[config.mk]
export PLATFORM = sky130hd
export DESIGN_NAME = uart_tx_arbiter_flat
export DESIGN_NICKNAME = d
export VERILOG_FILES = /design/src/rtl/uart_tx_arbiter_if.sv /design/src/rtl/uart_tx_arbiter.sv /design/src/flat_wrapper.sv
export SDC_FILE = /design/constraint.sdc
export NUM_CORES = 1
export LEC_CHECK = 0
export ABC_AREA = 1
export CAP_MARGIN = 0
export CORE_ASPECT_RATIO = 1.1
export CORE_MARGIN = 1
export CORE_UTILIZATION = 41
export DETAILED_ROUTE_END_ITERATION = 16
export PLACE_DENSITY = 0.72
export SYNTH_ARGS = -nofsm -noshare
export SYNTH_HDL_FRONTEND = slang
export SYNTH_SLANG_ARGS = --single-unit
export TNS_END_PERCENT = 5
[constraint.sdc]
create_clock -name clk -period 1.8 [get_ports clk]
set_clock_uncertainty 0.05 [all_clocks]
set_input_delay 0.36 -clock clk [delete_from_list [all_inputs] [get_ports clk]]
set_output_delay 0.36 -clock clk [all_outputs]
set_load 0.05 [all_outputs]
[src/rtl/uart_tx_arbiter_if.sv]
// Handshake bundle between the requesters, the round-robin UART arbiter and the UART.
// master = arbiter side, slave = requester/UART side.
interface uart_tx_arbiter_if #(
  parameter int NREQ = 4,
  parameter int DW   = 7
);
  logic [NREQ-1:0]    req;
  logic [NREQ*DW-1:0] req_data;
  logic [NREQ-1:0]    req_psel;
  logic [NREQ-1:0]    gnt;
  logic               uart_start;
  logic [DW-1:0]      uart_data;
  logic               uart_psel;
  logic               uart_done;
  logic               busy;
  logic               timeout;

  modport master (
    input  req, req_data, req_psel, uart_done,
    output gnt, uart_start, uart_data, uart_psel, busy, timeout
  );

  modport slave (
    output req, req_data, req_psel, uart_done,
    input  gnt, uart_start, uart_data, uart_psel, busy, timeout
  );
endinterface

[src/rtl/uart_tx_arbiter.sv]
// Round-robin arbiter sharing one UART transmitter among NREQ requesters.
// Optional WAIT_DONE watchdog enabled by defining UART_ARB_TIMEOUT_EN.
module uart_tx_arbiter #(
  parameter int NREQ           = 4,
  parameter int DW             = 7,
  parameter int GAP_CYCLES     = 16,
  parameter int TIMEOUT_CYCLES = 1_000_000
) (
  input  logic               clk,
  input  logic               rst,
  uart_tx_arbiter_if.master  bus
);
  localparam int PW = (NREQ > 1) ? $clog2(NREQ) : 1;
  localparam int GW = (GAP_CYCLES > 1) ? $clog2(GAP_CYCLES) : 1;

  localparam logic [1:0] S_IDLE  = 2'd0;
  localparam logic [1:0] S_START = 2'd1;
  localparam logic [1:0] S_WAIT  = 2'd2;
  localparam logic [1:0] S_GAP   = 2'd3;

  if (NREQ < 2 || NREQ > 8 || DW < 1 || GAP_CYCLES < 0 || TIMEOUT_CYCLES < 1) begin : g_bad_params
    $error("uart_tx_arbiter: parameter out of range");
  end

  logic [1:0]      state_q, state_d;
  logic [PW-1:0]   rr_ptr_q, rr_ptr_d;
  logic [NREQ-1:0] gnt_q, gnt_d;
  logic            start_q, start_d;
  logic [DW-1:0]   data_q, data_d;
  logic            psel_q, psel_d;
  logic            busy_q, busy_d;
  logic [GW-1:0]   gap_cnt_q, gap_cnt_d;
  logic            timeout_q, timeout_d;
  logic            wd_expire;

  logic [DW-1:0]   req_word [NREQ];

  for (genvar gi = 0; gi < NREQ; gi++) begin : g_req_word
    assign req_word[gi] = bus.req_data[gi*DW +: DW];
  end

  // Scan offsets from high to low so the lowest offset from rr_ptr wins.
  logic          req_any;
  logic [PW-1:0] pick;

  always_comb begin
    logic [PW:0]   sum;
    logic [PW-1:0] idx;
    req_any = 1'b0;
    pick    = '0;
    sum     = '0;
    idx     = '0;
    for (int o = NREQ - 1; o >= 0; o--) begin
      sum = {1'b0, rr_ptr_q} + (PW+1)'(o);
      if (sum >= (PW+1)'(NREQ)) sum = sum - (PW+1)'(NREQ);
      idx = sum[PW-1:0];
      if (bus.req[idx]) begin
        req_any = 1'b1;
        pick    = idx;
      end
    end
  end

  always_comb begin
    state_d   = state_q;
    rr_ptr_d  = rr_ptr_q;
    gnt_d     = '0;
    start_d   = 1'b0;
    data_d    = data_q;
    psel_d    = psel_q;
    busy_d    = busy_q;
    gap_cnt_d = gap_cnt_q;
    timeout_d = 1'b0;

    case (state_q)
      S_IDLE: begin
        if (req_any) begin
          data_d   = req_word[pick];
          psel_d   = bus.req_psel[pick];
          rr_ptr_d = (pick == PW'(NREQ - 1)) ? '0 : pick + 1'b1;
          gnt_d    = {{(NREQ-1){1'b0}}, 1'b1} << pick;
          start_d  = 1'b1;
          busy_d   = 1'b1;
          state_d  = S_START;
        end
      end
      S_START: state_d = S_WAIT;
      S_WAIT: begin
        if (bus.uart_done || wd_expire) begin
          timeout_d = ~bus.uart_done;
          gap_cnt_d = '0;
          if (GAP_CYCLES == 0) begin
            state_d = S_IDLE;
            busy_d  = 1'b0;
          end else begin
            state_d = S_GAP;
          end
        end
      end
      default: begin
        if (gap_cnt_q == GW'(GAP_CYCLES - 1)) begin
          gap_cnt_d = '0;
          state_d   = S_IDLE;
          busy_d    = 1'b0;
        end else begin
          gap_cnt_d = gap_cnt_q + 1'b1;
        end
      end
    endcase
  end

  always_ff @(posedge clk or posedge rst) begin
    if (rst) begin
      state_q   <= S_IDLE;
      rr_ptr_q  <= '0;
      gnt_q     <= '0;
      start_q   <= 1'b0;
      data_q    <= '0;
      psel_q    <= 1'b0;
      busy_q    <= 1'b0;
      gap_cnt_q <= '0;
      timeout_q <= 1'b0;
    end else begin
      state_q   <= state_d;
      rr_ptr_q  <= rr_ptr_d;
      gnt_q     <= gnt_d;
      start_q   <= start_d;
      data_q    <= data_d;
      psel_q    <= psel_d;
      busy_q    <= busy_d;
      gap_cnt_q <= gap_cnt_d;
      timeout_q <= timeout_d;
    end
  end

`ifdef UART_ARB_TIMEOUT_EN
  localparam int WW = $clog2(TIMEOUT_CYCLES + 1);
  logic [WW-1:0] wd_cnt_q;

  // Counter is zero on entry to WAIT_DONE; expiry after TIMEOUT_CYCLES waiting cycles.
  always_ff @(posedge clk or posedge rst) begin
    if (rst) begin
      wd_cnt_q <= '0;
    end else if (state_q != S_WAIT) begin
      wd_cnt_q <= '0;
    end else begin
      wd_cnt_q <= wd_cnt_q + 1'b1;
    end
  end

  assign wd_expire = (state_q == S_WAIT) && (wd_cnt_q == WW'(TIMEOUT_CYCLES - 1));
`else
  assign wd_expire = 1'b0;
`endif

  assign bus.gnt        = gnt_q;
  assign bus.uart_start = start_q;
  assign bus.uart_data  = data_q;
  assign bus.uart_psel  = psel_q;
  assign bus.busy       = busy_q;
  assign bus.timeout    = timeout_q;
endmodule

[src/flat_wrapper.sv]
// flat-port wrapper written by rule: the top's interface ports become plain ports
module uart_tx_arbiter_flat 
#(
  parameter int NREQ           = 4,
  parameter int DW             = 7,
  parameter int GAP_CYCLES     = 16,
  parameter int TIMEOUT_CYCLES = 1_000_000
)
  (clk, rst, bus_req, bus_req_data, bus_req_psel, bus_uart_done, bus_gnt, bus_uart_start, bus_uart_data, bus_uart_psel, bus_busy, bus_timeout);
  uart_tx_arbiter_if #(.NREQ(NREQ), .DW(DW)) bus_i ();
  input  logic clk;
  input  logic rst;
  input wire logic [$bits(bus_i.req)-1:0] bus_req;
  input wire logic [$bits(bus_i.req_data)-1:0] bus_req_data;
  input wire logic [$bits(bus_i.req_psel)-1:0] bus_req_psel;
  input wire logic [$bits(bus_i.uart_done)-1:0] bus_uart_done;
  output wire logic [$bits(bus_i.gnt)-1:0] bus_gnt;
  output wire logic [$bits(bus_i.uart_start)-1:0] bus_uart_start;
  output wire logic [$bits(bus_i.uart_data)-1:0] bus_uart_data;
  output wire logic [$bits(bus_i.uart_psel)-1:0] bus_uart_psel;
  output wire logic [$bits(bus_i.busy)-1:0] bus_busy;
  output wire logic [$bits(bus_i.timeout)-1:0] bus_timeout;
  assign bus_i.req = bus_req;
  assign bus_i.req_data = bus_req_data;
  assign bus_i.req_psel = bus_req_psel;
  assign bus_i.uart_done = bus_uart_done;
  assign bus_gnt = bus_i.gnt;
  assign bus_uart_start = bus_i.uart_start;
  assign bus_uart_data = bus_i.uart_data;
  assign bus_uart_psel = bus_i.uart_psel;
  assign bus_busy = bus_i.busy;
  assign bus_timeout = bus_i.timeout;
  uart_tx_arbiter #(.NREQ(NREQ), .DW(DW), .GAP_CYCLES(GAP_CYCLES), .TIMEOUT_CYCLES(TIMEOUT_CYCLES)) u_core (.clk(clk), .rst(rst), .bus(bus_i));
endmodule
# After elaboration in Yosys (flattened, before gate mapping)
# Index checks and enable logic that the tools add are counted.
[op_classes] addsub=9 multipliers=0 div=0 n_lt_le_gt_ge=10 eq_ne=6 shift=1 n_mux=42 n_bitwise=4 reduce_logical=9
[ops] cell="$mux W2" n=12
[ops] cell="$mux W4" n=4
[ops] cell="$lt A2 B3 Y1 const B" n=5
[ops] cell="$mux W1" n=15
[ops] cell="$bmux W7 S2" n=1
[ops] cell="$mux W7" n=2
[ops] cell="$ge A3 B3 Y1 const B" n=4
[ops] cell="$bmux W1 S2" n=5
[ops] cell="$pmux W4 S2" n=1
[ops] cell="$sub A2 B1 Y2 const B" n=4
[ops] cell="$add A2 B2 Y3 const B" n=2
[ops] cell="$pmux W2 S3" n=1
[ops] cell="$reduce_and A3 Y1" n=2
[ops] cell="$add A4 B1 Y4 const B" n=1
[ops] cell="$eq A2 B2 Y1 const B" n=2
[ops] cell="$eq A4 B4 Y1 const B" n=1
[ops] cell="$reduce_and A2 Y1" n=2
[ops] cell="$reduce_bool A4 Y1" n=1
[ops] cell="$reduce_or A2 Y1" n=2
[ops] cell="$shl A1 B2 Y4 const A" n=1
[ops] cell="$add A2 B1 Y3 const B" n=1
[ops] cell="$ge A2 B3 Y1 const B" n=1
[ops] cell="$not A1 Y1" n=3
[ops] cell="$not A2 Y3" n=1
[ops] cell="7 further kinds" n=7
[totals] register_bits=23 latchBits=0 ram_bits=0 mem_bits_ro=0 output_inout_bits=15 n_memories=0

# Logic depth before layout (Yosys ltp)
[logic_depth] word_depth=13 mapped_depth=15 depth_no_buf=13

# Worst setup path after synthesis
# Ideal clock, no wire load.
[synth_timing] path_kind="register to register" from="register u_core.rr_ptr_q[0]" to="register u_core.rr_ptr_q[1]" setup_time_ns=0.127 t_arrival_ns=1.606 t_required_ns=1.623 slack_ns=0.016 path_stages_with_launch=12 path_cell_list="dfrtp_1 -> buf_6 -> xnor2_1 -> nand2_1 -> nand3_2 -> nand2_1 -> nand2_2 -> nand2_4 -> buf_6 -> ha_1 -> nand2_1 -> o21ai_0"
[synth_between] elab_chain_len=11 elab_cells_between_ends=35 classes_between="add/sub: 8; order compare: 4; eq/ne: 1; mux: 21; reduce/logical: 1"
[synth_rtl] item="from (decl)" line_no="uart_tx_arbiter.sv:26" source="logic [PW-1:0] rr_ptr_q, rr_ptr_d;"
[synth_rtl] item="from (signal assigned)" line_no="uart_tx_arbiter.sv:125" source="rr_ptr_q <= rr_ptr_d;"
[synth_rtl] item="$add A2 B2 Y3" line_no="uart_tx_arbiter.sv:54" source="sum = {1'b0, rr_ptr_q} + (PW+1)'(o);"
[synth_rtl] item="$ge A3 B3 Y1 or $sub A2 B1 Y2 (tied branches)" line_no="uart_tx_arbiter.sv:55" source="if (sum >= (PW+1)'(NREQ)) sum = sum - (PW+1)'(NREQ);"
[synth_rtl] item="$mux W2" line_no="uart_tx_arbiter.sv:55"
[synth_rtl] item="$bmux W1 S2" line_no="uart_tx_arbiter.sv:57" source="if (bus.req[idx]) begin"
[synth_rtl] item="$mux W1 (implied by the code)" line_no="uart_tx_arbiter.sv:57"
[synth_rtl] item="$mux W2 (4 in a row)" line_no="uart_tx_arbiter.sv:57"
[synth_rtl] item="$add A2 B1 Y2 or $eq A2 B2 Y1 (tied branches)" line_no="uart_tx_arbiter.sv:80" source="rr_ptr_d = (pick == PW'(NREQ - 1)) ? '0 : pick + 1'b1;"
[synth_rtl] item="$mux W2" line_no="uart_tx_arbiter.sv:80"
# Parallel ways exist; a longest one is shown, timed or not. The select of a mux whose other input is x is not followed.
# A chain may end at the register's enable or synchronous reset.

# Final worst setup path
[layout_timing] from="register u_core.rr_ptr_q[0]" to="register u_core.data_q[0] (netlist: u_core.bus.uart_data[0])"
[layout_between] elab_chain_len=13 elab_cells_between_ends=36 classes_between="add/sub: 7; order compare: 4; mux: 23; bitwise: 1; reduce/logical: 1"
[layout_rtl] item="$add A2 B2 Y3" line_no="uart_tx_arbiter.sv:54"
[layout_rtl] item="$ge A3 B3 Y1 or $sub A2 B1 Y2 (tied branches)" line_no="uart_tx_arbiter.sv:55"
[layout_rtl] item="$mux W2" line_no="uart_tx_arbiter.sv:55"
[layout_rtl] item="$bmux W1 S2" line_no="uart_tx_arbiter.sv:57"
[layout_rtl] item="$mux W1 (implied by the code)" line_no="uart_tx_arbiter.sv:57"
[layout_rtl] item="$mux W2 (4 in a row)" line_no="uart_tx_arbiter.sv:57"
[layout_rtl] item="$not A2 Y3 (implied by the code)" line_no="uart_tx_arbiter.sv:78" source="data_d = req_word[pick];"
[layout_rtl] item="$bmux W7 S2" line_no="uart_tx_arbiter.sv:78"
[layout_rtl] item="$mux W7 (implied by the code) (2 in a row)" line_no="uart_tx_arbiter.sv:78"
[layout_rtl] item="to (signal assigned)" line_no="uart_tx_arbiter.sv:128" source="data_q <= data_d;"
[layout_rtl] item="to (decl)" line_no="uart_tx_arbiter.sv:29" source="logic [DW-1:0] data_q, data_d;"
# Parallel ways exist; a longest one is shown, timed or not. The select of a mux whose other input is x is not followed.

==> metrics <==
run status finished with violations; failing checks negative setup slack; clock-pin slew on the worst setup and hold paths 80 ps; CTS Buf Count 3; Synth Area in XOR/XNOR 1.106%; busiest layer in global routing met2; first-pass GRT wire length 7079 µm; critical path data arrival time 1990 ps; CTS sink count 22; FF-to-FF Start u_core.rr_ptr_q[0]; CTS H-tree depth 1; Startpoint Class flop; Final Hold Vio Count 0; Routed Antenna Nets 0; DR WL/cell 11.59 µm; Area Overhead vs Synth 67.38%; fin nets 358; post-synthesis mux area share 0%; leakage 1.412 nW; Synth Area per Inst 6.741 µm²; Synth Area in Adders 3.949%; GPL Wtd Cong 0.7813; initial core utilization 43.00%; Worst path max stage delay 470 ps; Port Buffers 52; Global Route met2 Usage 40.22%; total grt overflow 0; multi-input logic area 0.001023 mm²; simple-gate area share of the yosys netlist 37.44%; WP data required 1910 ps; final worst-path cycle share 104.9%; Setup crit end kind flop; die height 67.19 µm; Iter 0 DRT Violations 69; largest fanout on the critical path 6; post-synthesis async set-or-reset flop share 100.0%; site row count 23; vias per inst 4.738; CTS Hold Bufs 0; critical path cell sequence buf_12 -> o21ai_4 -> nand2_2 -> nand3_4 -> nand2_2 -> nand2_4 -> nand2_8 -> buf_6 -> or2_4 -> nand3_2 -> nand3_2; worst setup slack after layout -87.39 ps; root buf cell clkbuf_8; initial antenna violation count 0; ys flop type dfrtp_1; CP bufs+invs 2; Clk Latency, worst-skew pair 260 ps; FMAX 0.5298 GHz; Die ar. 0.004116 mm²; main combinational cell family by area after synthesis simple AND/OR/NAND/NOR gates; clk buf depth 2; Synth Cell Area 0.001584 mm²; met1 Use GR 28.28%; setup TNS -628.9 ps; Worst Hold Class in2async; Top Ports 54; CP delay by family, top simple AND/OR/NAND/NOR gates; Post-Syn Instances 235; overall routing resource usage 22.70%; Vias 1,720; Max Cap Viol 0; Yosys reg bits 22; compound-cell area share of the yosys netlist 7.188%; minimum clock period after layout 1887 ps; critical path startpoint u_core.rr_ptr_q[0]; layout cells sized above 1 32.59%; DRC 0; slowest CP cell dfrtp_2; number of global-route vias before repair 1,696; RSZ-0062 raised after global routing true; Synth cell types 31; filler instances 312; Cell Pwr Density 2252 mW/mm²; Sequential Area 551.8 µm²; Final Setup Violations 12; critical path class reg2reg; Worst VDD drop 0.9960 mV; Detail Placement HPWL 2814 µm; syn nets 279; Placed Area 0.002240 mm²; Final Max Slew Viols 0; number of synthesis warnings 0; CTS tree yes; n_diodes 0; met3 global-route usage 3.448%; first-pass iteration count of the detailed router 4; register area share after synthesis 34.76%; die width 61.27 µm; Post-synth EDFFs 0; overall routed net length 4208 µm; Final Instance Area 0.002651 mm²; largest net degree at the start of global routing 23; core area 0.003684 mm²; pre-CTS WS -413.7 ps
-- worst reg2reg max path, delay by kind of cell, from the launching register on --
kind / cells / cell delay (ps)
simple gates: 8 / 780
buf+inv: 2 / 310
flops: 1 / 470
compound gates: 1 / 200
-- state kept, by name, summed over array words and instances, names as in the netlist --
name                   flops
u_core.bus.busy            1
u_core.bus.gnt             4
u_core.bus.uart_data       7
u_core.bus.uart_psel       1
u_core.bus.uart_start      1
u_core.gap_cnt_q           4
u_core.rr_ptr_q            2
u_core.state_q             2
-- final timing paths --
kind / to / slack, ps / cells after the start
worst max register to register: u_core.bus.uart_data[0] / -90 / 11
worst max-delay path: u_core.bus.uart_data[0] / -90 / 11
worst min-delay path: u_core.gap_cnt_q[0] / 380 / 3
max in group asynchronous: u_core.rr_ptr_q[0] / 1080 / 3
worst min register to register: u_core.bus.busy / 440 / 2
min in group clk: u_core.bus.busy / 440 / 2
-- area by class of cell --
class,count,area share [%]
Multi-Input combinational cell,157,38.60
Clock inverter,1,1.133
Inverter,50,7.079
Tap cell,50,2.360
Sequential cell,22,20.81
Timing Repair Buffer,80,28.46
Clock buffer,3,1.557
-- cells in the mapped netlist (2+ instances only) --
master,number,area (µm²)
o21ai_2,3,26.28
or2_2,5,31.28
nor2_1,12,45.04
buf_6,3,33.78
nand2_2,5,31.28
inv_1,48,180.2
nand3_1,34,170.2
o21ai_0,7,35.03
dfrtp_1,22,550.5
nand2_1,68,255.2
buf_2,2,10.01
nor3_1,2,10.01
nand3_2,2,20.02
ha_1,5,62.56
-- power breakdown --
group / internal [mW] / switching [mW] / leakage, nW
Clock: 0.297 / 0.157 / 0.0357
Combinational: 1.96 / 2.65 / 1.10
Sequential: 0.741 / 0.165 / 0.275
Total: 3.00 / 2.97 / 1.41
-- per-stage QoR --
stage / hold WS (ps) / utilization [%] / cells / power (mW)
final: 380.4 / 71.98 / 363 / 5.972
after global routing: 411.9 / 71.98 / 363 / 6.449
after CTS: 377.8 / 68.89 / 361 / 5.595
after detailed placement: 431.4 / 60.80 / 350 / 4.350
after global placement: 423.3 / 60.80 / 350 / 4.285
after floorplan: 299.2 / - / 235 / 3.335
-- cells in the final DEF (no fill, tap or decap), types with 2 or more instances in the layout --
cell and instances:
nand2_1 60, inv_1 45, clkdlybuf4s50_1 34, buf_4 34
dfrtp_1 21, nand3_2 17, nand3_1 17, nand2_2 9
nor2_1 7, o21ai_0 7, ha_1 5, buf_6 5
inv_2 4, nand2_4 4, or2_4 4, dlygate4sd2_1 4
nor2_4 3, nor2_2 3, clkbuf_8 3, o21ai_2 2
o21ai_4 2, nand3_4 2, nand2_8 2, nor3_1 2
buf_12 2
-- cells by family (layout without fill, tap and decap cells) --
| group | count (synthesis) | in the layout |
|---|---|---|
| xor gates and xnor gates | 2 | 2 |
| other | 1 | 1 |
| buffers and inverters | 57 | 134 |
| and+or+nand+nor | 132 | 133 |
| DFF | 22 | 22 |
| adders and majority gates | 5 | 5 |
| AOI/OAI and AO/OA | 16 | 16 |
-- per-layer routing --
metal	vias to the layer above	wire length (µm)
met5	-	0
met4	0	57
met3	8	161
met2	52	2260
met1	789	1728
li1	871	-
-- timing repair --
| action | CTS | global route |
|---|---|---|
| pin swaps | 12 | 25 |
| gates resized for setup | 44 | 22 |
| endpoints found under the setup margin | 10 | 16 |
| gates cloned | 2 | 1 |
| setup buffers | 5 | 1 |
No activity file was read; power rests on OpenSTA's default activity.
